$ cat src/rtl/dbg_bridge_host.sv
// dbg_bridge_host: serialises debug-bridge commands onto a UART byte stream and returns read data.
module dbg_bridge_host #(
  parameter int RSP_TIMEOUT = 1048576,
  parameter int TIMEOUT_W = 21
) (
  input  logic        clk_i,
  input  logic        rst_i,
  input  logic        cmd_valid_i,
  output logic        cmd_ready_o,
  input  logic        cmd_write_i,
  input  logic [31:0] cmd_addr_i,
  input  logic [7:0]  cmd_len_i,
  input  logic        wdata_valid_i,
  input  logic [7:0]  wdata_i,
  output logic        wdata_ready_o,
  output logic        rdata_valid_o,
  output logic [7:0]  rdata_o,
  input  logic        rdata_ready_i,
  output logic        tx_valid_o,
  output logic [7:0]  tx_data_o,
  input  logic        tx_accept_i,
  input  logic        rx_valid_i,
  input  logic [7:0]  rx_data_i,
  output logic        rx_accept_o,
  output logic        busy_o,
  output logic        done_o,
  output logic        err_o
);
  typedef enum logic [3:0] {IDLE, HDR, LEN, ADDR0, ADDR1, ADDR2, ADDR3, WDATA, RDATA, DONE} state_t;
  localparam logic [TIMEOUT_W-1:0] TMO_LIM = TIMEOUT_W'(RSP_TIMEOUT - 1);
  state_t               state_q, state_d;
  logic                 write_q, write_d;
  logic [31:0]          addr_q, addr_d;
  logic [7:0]           len_q, len_d;
  logic [7:0]           cnt_q, cnt_d;
  logic [TIMEOUT_W-1:0] tmo_q, tmo_d, tmo_inc;
  logic                 err_q, err_d;
  logic                 tx_xfer, rx_xfer, timeout;
  always_ff @(posedge clk_i or negedge rst_i) begin
    if (!rst_i) begin
      state_q <= IDLE;
      write_q <= 1'b0;
      addr_q  <= '0;
      len_q   <= '0;
      cnt_q   <= '0;
      tmo_q   <= '0;
      err_q   <= 1'b0;
    end else begin
      state_q <= state_d;
      write_q <= write_d;
      addr_q  <= addr_d;
      len_q   <= len_d;
      cnt_q   <= cnt_d;
      tmo_q   <= tmo_d;
      err_q   <= err_d;
    end
  end
  assign tx_xfer = tx_valid_o & tx_accept_i;
  assign rx_xfer = rx_valid_i & rx_accept_o;
  assign tmo_inc = tmo_q + TIMEOUT_W'(1);
  // Only silence on the RX side counts; a held byte blocked by rdata_ready_i keeps the counter frozen.
  assign timeout = (RSP_TIMEOUT != 0) && (state_q == RDATA) && !rx_valid_i && (tmo_inc >= TMO_LIM);
  always_comb begin
    state_d = state_q;
    write_d = write_q;
    addr_d  = addr_q;
    len_d   = len_q;
    cnt_d   = cnt_q;
    err_d   = err_q;
    tmo_d   = (state_q != RDATA || rx_xfer) ? '0 : rx_valid_i ? tmo_q : tmo_inc;
    case (state_q)
      IDLE: if (cmd_valid_i) begin
        write_d = cmd_write_i;
        addr_d  = cmd_addr_i;
        len_d   = cmd_len_i;
        cnt_d   = cmd_len_i;
        err_d   = cmd_len_i == 8'd0;
        state_d = (cmd_len_i == 8'd0) ? DONE : HDR;
      end
      HDR, LEN, ADDR0, ADDR1, ADDR2: if (tx_accept_i) state_d = state_t'(state_q + 4'd1);
      ADDR3: if (tx_accept_i) state_d = write_q ? WDATA : RDATA;
      WDATA: if (tx_xfer) begin
        cnt_d   = cnt_q - 8'd1;
        state_d = (cnt_q == 8'd1) ? DONE : WDATA;
      end
      RDATA: if (rx_xfer) begin
        cnt_d   = cnt_q - 8'd1;
        state_d = (cnt_q == 8'd1) ? DONE : RDATA;
      end else if (timeout) begin
        err_d   = 1'b1;
        state_d = DONE;
      end
      DONE: state_d = IDLE;
      default: state_d = IDLE;
    endcase
  end
  always_comb begin
    cmd_ready_o   = state_q == IDLE;
    busy_o        = state_q != IDLE;
    done_o        = state_q == DONE;
    err_o         = (state_q == DONE) & err_q;
    wdata_ready_o = (state_q == WDATA) & tx_accept_i;
    rdata_valid_o = (state_q == RDATA) & rx_valid_i;
    rdata_o       = rx_data_i;
    rx_accept_o   = (state_q != RDATA) | rdata_ready_i;
    tx_valid_o    = (state_q inside {HDR, LEN, ADDR0, ADDR1, ADDR2, ADDR3}) | ((state_q == WDATA) & wdata_valid_i);
    tx_data_o     = (state_q == HDR)   ? {7'b0001000, ~write_q} :
                    (state_q == LEN)   ? len_q :
                    (state_q == ADDR0) ? addr_q[31:24] :
                    (state_q == ADDR1) ? addr_q[23:16] :
                    (state_q == ADDR2) ? addr_q[15:8] :
                    (state_q == ADDR3) ? addr_q[7:0] :
                    (state_q == WDATA) ? wdata_i : 8'h00;
  end
endmodule
$ cat config.mk
export PLATFORM = sky130hd
export DESIGN_NAME = dbg_bridge_host
export DESIGN_NICKNAME = d
export VERILOG_FILES = /design/src/rtl/dbg_bridge_host.sv
export SDC_FILE = /design/constraint.sdc
export NUM_CORES = 1
export LEC_CHECK = 0
export BUFFER_PORTS_ARGS = -buffer_cell sky130_fd_sc_hd__buf_2
export CORE_MARGIN = 1.5
export CORE_UTILIZATION = 50
export CTS_BUF_LIST = sky130_fd_sc_hd__clkbuf_8 sky130_fd_sc_hd__clkbuf_16
export DETAILED_ROUTE_END_ITERATION = 10
export HOLD_SLACK_MARGIN = 0.03
export PLACE_DENSITY_LB_ADDON = 0.25
export SLEW_MARGIN = 20
export SYNTH_ARGS = -nofsm -noshare
export SYNTH_HDL_FRONTEND = slang
export SYNTH_SLANG_ARGS = --single-unit
export TNS_END_PERCENT = 100
$ cat constraint.sdc
create_clock -name clk_i -period 2.15 [get_ports clk_i]
set_input_delay 0.43 -clock clk_i [delete_from_list [all_inputs] [get_ports clk_i]]
set_output_delay 0.43 -clock clk_i [all_outputs]
set_load 0.05 [all_outputs]
# Word-level counts from Yosys, hierarchy flattened

Index checks and enable logic that the tools add are counted.

Output and inout port bits: 24
Bits of input ports: 64
Logic and storage cells: 83
Register bits: 75

Add/sub/neg operators: 3
Reductions and logical operators: 15
Equal/unequal tests: 20
Muxes and demuxes: 28
Bitwise gates (word level): 9
Magnitude comparators: 1

Operator list:

| cell                                                                                   | count |
|---|---|
| 8-bit two-way mux                                                                      | 10 |
| 21-bit two-way mux                                                                     | 2 |
| 4-bit two-way mux                                                                      | 9 |
| 8-bit case mux with 3 select lines                                                     | 1 |
| 21-bit by 1-bit adder with 21-bit output (second input constant)                       | 1 |
| 21-bit by 20-bit greater-or-equal comparator with 1-bit output (second input constant) | 1 |
| 4-bit case mux with 5 select lines                                                     | 1 |
| 4-bit by 3-bit == test with 1-bit output (second input constant)                       | 4 |
| 2-bit inequality test (second input constant)                                          | 7 |
| 4-bit by 2-bit == test with 1-bit output (second input constant)                       | 2 |
| 4-bit == test (second input constant)                                                  | 2 |
| 8-bit by 1-bit == test with 1-bit output (second input constant)                       | 1 |
| 8-bit logical NOT                                                                      | 1 |
| 4-bit AND reduction                                                                    | 2 |
| 8-bit by 1-bit subtractor with 8-bit output (second input constant)                    | 1 |
| 1-bit AND                                                                              | 6 |
| 6-bit nonzero test                                                                     | 1 |
| 5-bit AND reduction                                                                    | 1 |
| 5-bit OR reduction                                                                     | 1 |
| 4-bit by 1-bit adder with 4-bit output (second input constant)                         | 1 |
| 4-bit by 1-bit == test with 1-bit output (second input constant)                       | 1 |
| 4-bit logical NOT                                                                      | 1 |
| 1-bit two-way mux                                                                      | 4 |
| 4-bit inequality test (second input constant)                                          | 1 |
| other kinds (12)                                                                       | 14 |

# Longest topological paths before layout

Gate-level depths: netlist (run 1).

Word-level depth: 8
Depth in mapped cells: 10
Mapped depth without buffers: 9

# Least setup slack after synthesis (run 1)

Ideal clock, no wire load.

Path type: flip-flop to output port
From: reg state_q[2]
To: out tx_data_o[6]
Slack: -1.036 ns
Data arrival time: 2.756 ns
Required time: 1.720 ns
Stages on the path, launching flop included: 9
Path through: dfrtp_1 buf_2 nor2b_1 and2_1 clkbuf_1 a221oi_1 nor3_1 a221oi_1 a221oi_1

Longest elaborated chain between the ends: 8
Elaborated cells on any way between the ends: 14
Classes of those cells: 7 x eq/ne; 7 x mux

Ends and longest elaborated chain:

| item                                     | line | text |
|---|---|---|
| start: declaration                       | 31   | `state_t state_q, state_d;` |
| start signal: assignment                 | 49   | `state_q <= state_d;` |
| 4-bit by 3-bit == test with 1-bit output | 113  | `(state_q == WDATA) ? wdata_i : 8'h00;` |
| 8-bit two-way mux                        | 113  |  |
| 8-bit two-way mux                        | 112  | `(state_q == ADDR3) ? addr_q[7:0] :` |
| 8-bit two-way mux                        | 111  | `(state_q == ADDR2) ? addr_q[15:8] :` |
| 8-bit two-way mux                        | 110  | `(state_q == ADDR1) ? addr_q[23:16] :` |
| 8-bit two-way mux                        | 109  | `(state_q == ADDR0) ? addr_q[31:24] :` |
| 8-bit two-way mux                        | 108  | `(state_q == LEN) ? len_q :` |
| 8-bit two-way mux *                      | 107  | `tx_data_o = (state_q == HDR) ? {7'b0001000, ~write_q} :` |
| end: declaration                         | 20   | `output logic [7:0] tx_data_o,` |

Every way passes the cells marked *; elsewhere a longest branch is shown, timed or not.

# Final worst setup path (run 1)

From: reg state_q[1]
To: out tx_data_o[2]

Same word-level chain as after synthesis.

==> impl_summary.txt, run 1 <==
----------------------------------------------------
[Synthesis]
  Commonest register cell after synthesis ... sky130_fd_sc_hd__dfrtp_1
  Post-Syn Nets ... between 500 and 600
  Area of the mapped netlist ... roughly 4300 sq um
  Number of flops mapped to enable cells by yosys ... 0
  Area leader, netlist ... sky130_fd_sc_hd__dfrtp_1
  Area share of the largest cell type after synthesis ... around 43%
  Sequential element share of the synthesized area ... 43.2%
  Yosys warns ... 0
  Cell variety after synth ... 55
  Avg Synthesized Cell Area ... between 9 and 10 sq um
  Synthesis-stage register bit count ... 75
  Fraction of registers with async set or reset after synthesis ... between 90% and 100%
  Library cell with the highest instance count after synthesis ... sky130_fd_sc_hd__dfrtp_1
  Post-Syn Instances ... about 450
  Most used standard cells in the synthesized netlist ... sky130_fd_sc_hd__dfrtp_1, sky130_fd_sc_hd__nand2_1, sky130_fd_sc_hd__mux2_2, sky130_fd_sc_hd__nor2_1, sky130_fd_sc_hd__o21ai_0
  Leading cell types by total area after synthesis ... sky130_fd_sc_hd__dfrtp_1, sky130_fd_sc_hd__mux2_2, sky130_fd_sc_hd__o21ai_0

[GRT]
  Largest net degree at the start of global routing ... around 40
  Number of global-route vias before repair ... roughly 4200
  Global route overflow ... 0
  Global-route wire length before repair ... approximately 21000 um
  Antenna violations before repair ... 0
  Total routing usage reported by global routing ... 29.8%

[Clock network]
  H-tree level count ... 3
  Number of sinks on the clock net ... 75
  Clock transition at the registers of the reported paths ... roughly 0.080 ns
  Clock network latency to the later pin of the worst-skew pair ... 0.36 ns
  TritonCTS clock tree ... done
  Total clock buffers created by CTS ... 9
  Maximum clock path buffer count ... 2
  Root Driver ... sky130_fd_sc_hd__clkbuf_8

[Drt]
  Detailed-router iteration count before antenna repair ... 5
  Antenna violation net count after detailed routing ... 0
  Via-to-Cell Ratio ... a little over 6
  Number of remaining DRC errors ... 0
  Sum of routed wire length over all layers ... 15300 um
  Wire length per cell after detailed routing ... 21.5 um
  Iteration-0 DRC count of the detailed router ... 298
  Total via count after detailed routing ... 4404

[Die]
  Row count ... 33
  Die height ... 96.2 um
  Effective utilization at floorplan ... a little over half
  Floorplan die area ... 9250 sq um
  Core region area ... approximately 8300 sq um
  Number of top-level pins ... 88
  Horizontal die dimension ... approximately 96 um

[Setup path]
  Critical path launch point type ... flop
  Worst-path fanout max ... 6
  Worst reg2reg path depth ... 12
  Startpoint of the worst register-to-register path ... state_q[1]
  Chain of cells forming the critical path ... buf_4, ha_4, and2_4, buf_6, a221o_1, o211ai_1, a31oi_4, buf_6
  Launch point of the critical path ... state_q[1]
  Worst Setup EP ... tx_data_o[2]
  Critical Path Slowest Stage Cell ... sky130_fd_sc_hd__dfrtp_2
  Data arrival at the endpoint of the critical path ... 2.30 ns
  Critical R2R Capture ... err_q
  Most frequent cell on the critical path ... sky130_fd_sc_hd__buf_6
  Category of the most critical setup path ... reg -> out
  Type of element capturing the critical path ... output pin
  Required time of the worst setup path ... around 1.7 ns
  Reg2Reg Setup Slack ... -0.16 ns
  Delay of the slowest cell on the worst path ... approximately 0.46 ns

[Timing]
  Worst Skew ... approximately 0.012 ns
  Unrepaired setup endpoints after global routing ... yes
  Achievable frequency ... roughly 0.37 GHz
  Max-slew headroom ... just under 70%
  Final Max Slew Viols ... 0
  Setup-failing EPs final ... 24
  Worst-margin pin slew ... slightly below 0.5 ns
  Worst hold slack ... 0.0182 ns
  Setup TNS ... -5.73 ns
  Final Critical Period ... around 2.7 ns
  Count of endpoints failing hold in the final timing report ... 0
  Min setup slack post-route ... -0.585 ns
  Final cycle utilization of the critical path ... 127%

[Layout]
  Count of antenna diodes in the layout ... 0
  Share of cells above drive strength 1 ... between 50 and 60%
  Area growth from synthesis to layout ... 51.9%
  Final core utilization ... between 70% and 80%
  Final #Nets ... ~670
  Final standard cell area without fillers ... between 6000 and 7000 sq um
  Fill cell count ... about 490

[Pwr]
  Leakage dissipation ... 0.00290 uW
  Switch share ... 42.3%
  Max rail drop VDD ... roughly 740 uV
  Net switching power of the design ... 3990 uW
  Part of the power in the clock network ... 15.6%
  Register share of total power ... 25.5%
  Power density over the cells ... approximately 1400 nW/um^2
  Fraction of power consumed by combinational cells ... about three fifths
  Internal Dissipation ... 5440 uW

[Placed design]
  Pre-CTS worst setup slack ... -0.297 ns
  Placed cell area ... approximately 5500 sq um
  Count of buffers inserted at the top-level ports ... approximately 70
  RePlAce Congestion ... roughly 0.91
  Placed wire-length estimate after detailed placement ... ~9000 um

[Min path]
  Class of the tightest hold or removal check ... in -> async

[Run]
  Max_cap viols ... 0

[Outcome]
  Violations in the final reports ... negative setup slack
  Outcome ... complete, but fails checks

----------------------------------------------------
==> timing repair <==
item | 4_1_cts | 5_1_grt
buffers inserted | 4 | 20
setup endpoints to repair | 24 | 31
gates resized for setup | 86 | 83
cloned | 0 | 2
pin swaps | 20 | 26
hold buffers | 0 | 0
==> routing by layer <==
metal / up-vias / routed length (um) / global-route usage [%] / share of wire (%)
met1: 2168 / 6150 / 38.3 / 40
met4: 0 / 498 / 12.1 / 3.3
met5: - / 0 / 0 / 0
li1: 1962 / - / - / -
met2: 222 / 7590 / 48.6 / 50
met3: 52 / 1090 / 6.48 / 7.1
==> final cells by class <==
cell class / count / area [sq um] / share of cell area, %
clock buffers: 9 / 124 / 1.88
clock inverters: 7 / 140 / 2.13
inverters: 11 / 53.8 / 0.816
multi-input cells: 335 / 2890 / 43.9
flip-flops and latches: 75 / 1880 / 28.5
well taps: 105 / 131 / 1.99
repair buffers: 169 / 1370 / 20.8
==> flip-flops by register name (all words and copies together), names as in the netlist <==
register	count
cnt_q	8
len_q	8
state_q	4
err_q	1
addr_q	32
tmo_q	21
write_q	1
==> cell families after synthesis <==
kind of cell	after synthesis	synth area share (%)
multiplexers	43	11.1
buffers and inverters	43	4.93
XOR/XNOR	9	1.82
AO/OA/AOI/OAI	124	18.8
flip-flops	75	43.2
AND/OR/NAND/NOR	151	17.8
adder cells (fa/ha/maj)	8	2.31
==> critical path: cells and delay by family (launching register included) <==
| kind | cells | cell delay (ns) |
|---|---|---|
| flops | 1 | 0.46 |
| simple gates | 1 | 0.18 |
| compound gates | 3 | 0.66 |
| buf+inv | 3 | 0.47 |
| fa+ha+maj | 1 | 0.17 |
==> through the flow <==
step / instances / power, uW
2_1_floorplan: 453 / 5170
3_3_place_gp: 672 / 6350
3_5_place_dp: 672 / 6450
4_1_cts: 691 / 8640
5_1_grt: 711 / 9820
6_report: 711 / 9430
==> power groups by stage <==
stage               logic [uW]  registers, uW  clock network (uW)
finish                    5550           2410                1470
floorplan                 2950           2220                   0
global route              5840           2440                1540
global placement          4020           2340                   0
CTS                       4790           2370                1480
detailed placement        4090           2360                   0
==> placed cells by master, fill, tap and decap left out, types with 8 or more instances in the layout <==
cell,n
sky130_fd_sc_hd__o21ai_1,11
sky130_fd_sc_hd__nor3_1,8
sky130_fd_sc_hd__nand2_1,33
sky130_fd_sc_hd__buf_2,55
sky130_fd_sc_hd__inv_1,9
sky130_fd_sc_hd__buf_4,77
sky130_fd_sc_hd__nor2_1,29
sky130_fd_sc_hd__mux2_2,41
sky130_fd_sc_hd__a21oi_1,8
sky130_fd_sc_hd__clkbuf_8,9
sky130_fd_sc_hd__nand3_1,9
sky130_fd_sc_hd__o21ai_0,25
sky130_fd_sc_hd__buf_6,24
sky130_fd_sc_hd__dfrtp_1,72
==> how the worst min path moves through the flow <==
stage                     slack [ns]  cells past startpoint   from         to
after floorplan                 0.13                      0  rst_i  addr_q[0]
after global placement          0.41                      1  rst_i   cnt_q[3]
after detailed placement        0.42                      1  rst_i   cnt_q[3]
after CTS                       0.03                      1  rst_i   cnt_q[3]
after global routing            0.04                      1  rst_i   cnt_q[3]
final                           0.02                      1  rst_i   cnt_q[3]
Power figures use the tool's default switching activity.
==> run 2: changes to the inputs <==
- PLACE_DENSITY: not set -> 0.81
- PLACE_DENSITY_LB_ADDON: 0.25 -> not set
==> impl_summary.txt, run 2 (synthesized netlist as in run 1, its figures left out) <==
----------------------------------------------------
[Placed design]
  Placed cell area ... 5390 sq um (-1.3%)
  Count of buffers inserted at the top-level ports ... 71 (unchanged)
  RePlAce Congestion ... 0.958 (+4.9%)
  Placed wire-length estimate after detailed placement ... 8920 um (-1.5%)
  Count of placed standard cells including taps ... 666 (-0.89%)
  Pre-CTS worst setup slack ... -0.295 ns (+0.00210 ns)

[GRT]
  Busiest layer in global routing ... met2
  Met1 track demand over resource ... 40.6% (+2.3 points)
  Met2 usage in global routing ... 47.5% (-1.1 points)
  Global-route wire length before repair ... 21100 um (+1.8%)
  Antenna violations before repair ... 0 (unchanged)
  Global route overflow ... 0 (unchanged)
  Total routing usage reported by global routing ... 30.2% (+0.44 points)
  GR met3 Demand/Resource ... 5.53% (-0.95 points)
  Largest net degree at the start of global routing ... 76 (+85%)
  Number of global-route vias before repair ... 4207 (+1.3%)

[Clock network]
  Clock network latency to the later pin of the worst-skew pair ... 0.36 ns (about the same)
  H-tree level count ... 3 (unchanged)
  Total clock buffers created by CTS ... 9 (unchanged)
  Maximum clock path buffer count ... 2 (unchanged)
  TritonCTS clock tree ... done
  Root Driver ... sky130_fd_sc_hd__clkbuf_8
  Number of sinks on the clock net ... 75 (unchanged)
  Number of buffers added to fix hold violations after cts ... 0 (unchanged)
  Clock transition at the registers of the reported paths ... 0.08 ns (about the same)

[Pwr]
  Leakage dissipation ... 0.00272 uW (-6.1%)
  Part of the power in the clock network ... 13.7% (-1.9 points)
  Switch share ... 44.5% (+2.2 points)
  Net switching power of the design ... 3920 uW (-1.8%)
  Internal Dissipation ... 4890 uW (-10%)
  Max rail drop VDD ... 735 uV (-1.3%)
  Fraction of power consumed by combinational cells ... 58.5% (-0.4 points)
  Power density over the cells ... 1430 nW/um^2 (-0.16%)
  Register share of total power ... 27.7% (+2.2 points)

[Die]
  Die height ... 96.2 um (unchanged)
  Horizontal die dimension ... 96.2 um (unchanged)
  Row count ... 33 (unchanged)
  Effective utilization at floorplan ... 52.3% (unchanged)
  Number of top-level pins ... 88 (unchanged)
  Floorplan die area ... 9250 sq um (unchanged)
  Core region area ... 8300 sq um (unchanged)

[Timing]
  Worst-margin pin slew ... 0.567 ns (+0.0826 ns)
  Final cycle utilization of the critical path ... 126% (-1.3 points)
  Setup-failing EPs final ... 23 (-4.2%)
  Unrepaired setup endpoints after global routing ... yes
  Count of endpoints failing hold in the final timing report ... 0 (unchanged)
  Final Critical Period ... 2.71 ns (-0.0282 ns)
  Achievable frequency ... 0.369 GHz (+1.0%)
  Worst Skew ... 0.0160 ns (+0.00391 ns)
  Min setup slack post-route ... -0.557 ns (+0.0282 ns)
  Final Max Slew Viols ... 0 (unchanged)
  Setup TNS ... -5.37 ns (+0.360 ns)
  Max-slew headroom ... 61.8% (-5.9 points)

[Layout]
  Final cell count without fillers ... 695 (-2.3%)
  Fill cell count ... 463 (-5.3%)
  Final #Nets ... 658 (-2.2%)
  Final standard cell area without fillers ... 6170 sq um (-6.4%)
  Area growth from synthesis to layout ... 42.1%
  Share of cells above drive strength 1 ... 49.8% (-4.3 points)
  Area of all sequential standard cells ... 1880 sq um (unchanged)
  Leading cell types in the layout, fill and taps excluded ... sky130_fd_sc_hd__dfrtp_1, sky130_fd_sc_hd__buf_4, sky130_fd_sc_hd__buf_2
  Register ranked first by flip-flop count ... addr_q
  Max FFs per register ... 32 (unchanged)
  Most common cell after layout, fill and taps aside ... sky130_fd_sc_hd__dfrtp_1
  Multi-input gate area ... 2750 sq um (-4.8%)
  Largest registers ... addr_q x32, tmo_q x21
  Count of antenna diodes in the layout ... 0 (unchanged)

[Drt]
  Wire length per cell after detailed routing ... 21.2 um (-1.6%)
  Antenna violation net count after detailed routing ... 0 (unchanged)
  Number of remaining DRC errors ... 0 (unchanged)
  Total via count after detailed routing ... 4494 (+2.0%)
  Via-to-Cell Ratio ... 6.47 (+4.4%)
  Iteration-0 DRC count of the detailed router ... 511 (+71%)
  Detailed-router iteration count before antenna repair ... 8 (+3)
  Sum of routed wire length over all layers ... 14700 um (-3.9%)

[Outcome]
  Violations in the final reports ... negative setup slack
  Outcome ... complete, but fails checks

[Setup path]
  Total buffers and inverters traversed by the critical path ... 4 (+1)
  Kind of cell adding the most delay to the critical path ... buffers and inverters
  Required time of the worst setup path ... 1.72 ns (about the same)
  Category of the most critical setup path ... reg -> out
  Delay of the slowest cell on the worst path ... 0.47 ns (about the same)
  Worst-path fanout max ... 10 (+4)
  Type of element capturing the critical path ... output pin
  Chain of cells forming the critical path ... inv_4, ha_4, buf_4, nand2_1, buf_4, o21ai_0, a31oi_4, buf_6
  Critical path launch point type ... flop
  Data arrival at the endpoint of the critical path ... 2.28 ns (-0.02 ns)
  Critical Path Slowest Stage Cell ... sky130_fd_sc_hd__o21ai_0
  Most frequent cell on the critical path ... sky130_fd_sc_hd__buf_4

[Min path]
  Class of the tightest hold or removal check ... in -> async

[Run]
  Max_cap viols ... 0 (unchanged)

----------------------------------------------------
## run 2: cell count changes in the layout (fill, tap and decap cells not counted), moves of 3 or more
cell	before	now
sky130_fd_sc_hd__a31oi_1	4	8
sky130_fd_sc_hd__nor2_2	5	2
sky130_fd_sc_hd__and2_1	1	4
sky130_fd_sc_hd__buf_12	6	3
sky130_fd_sc_hd__clkbuf_4	0	3
sky130_fd_sc_hd__buf_4	77	68
sky130_fd_sc_hd__o21ai_0	25	32
sky130_fd_sc_hd__buf_6	24	21
sky130_fd_sc_hd__nand2_1	33	36
sky130_fd_sc_hd__nand2_2	6	3
sky130_fd_sc_hd__o21ai_1	11	5
sky130_fd_sc_hd__buf_8	5	2
## run 2: timing repair
action,in CTS,in global routing
resized for setup,67,53
cloned,0,1
setup buffers,10,5
setup endpoints to repair,22,27
pin swaps,34,21
## run 2: layout make-up
type,instances,share of cell area (%)
clock buffers,9,2.01
clock inverters,6,1.46
inverters,11,0.750
multi-input cells,335,44.6
flip-flops and latches,75,30.5
well taps,105,2.13
repair buffers,154,18.6
## run 2: per-layer routing
layer  vias up  part of all wire [%]
met3        83                   9.0
li1       1935                     -
met2       327                    47
met5         -                     0
met4         0                   4.4
met1      2149                    40
## run 2: power groups by stage
stage          Clock [uW]  Sequential, uW  Combinational [uW]
2_1_floorplan           0            2220                2950
3_3_place_gp            0            2340                3890
3_5_place_dp            0            2380                4010
4_1_cts              1210            2370                4560
5_1_grt              1280            2490                5410
6_report             1210            2440                5160
## run 2: worst paths after layout
path	start	to	slack, ns	cells after the start
worst min-delay path	rst_i	tmo_q[3]	0.09	2
worst max register to register	state_q[1]	cnt_q[4]	-0.14	12
min in group clk_i	cmd_addr_i[19]	addr_q[19]	0.30	2
worst max-delay path	state_q[0]	tx_data_o[7]	-0.56	8
worst min register to register	tmo_q[13]	tmo_q[13]	0.51	1
max in group asynchronous	rst_i	state_q[0]	1.70	2
## run 2: per-stage QoR
step | utilization [%] | hold WS, ns | total power, uW
floorplan | - | 0.134 | 5170
global placement | 65.0 | 0.473 | 6230
detailed placement | 65.0 | 0.479 | 6390
CTS | 71.3 | 0.116 | 8140
global route | 74.3 | 0.135 | 9180
finish | 74.3 | 0.0928 | 8810
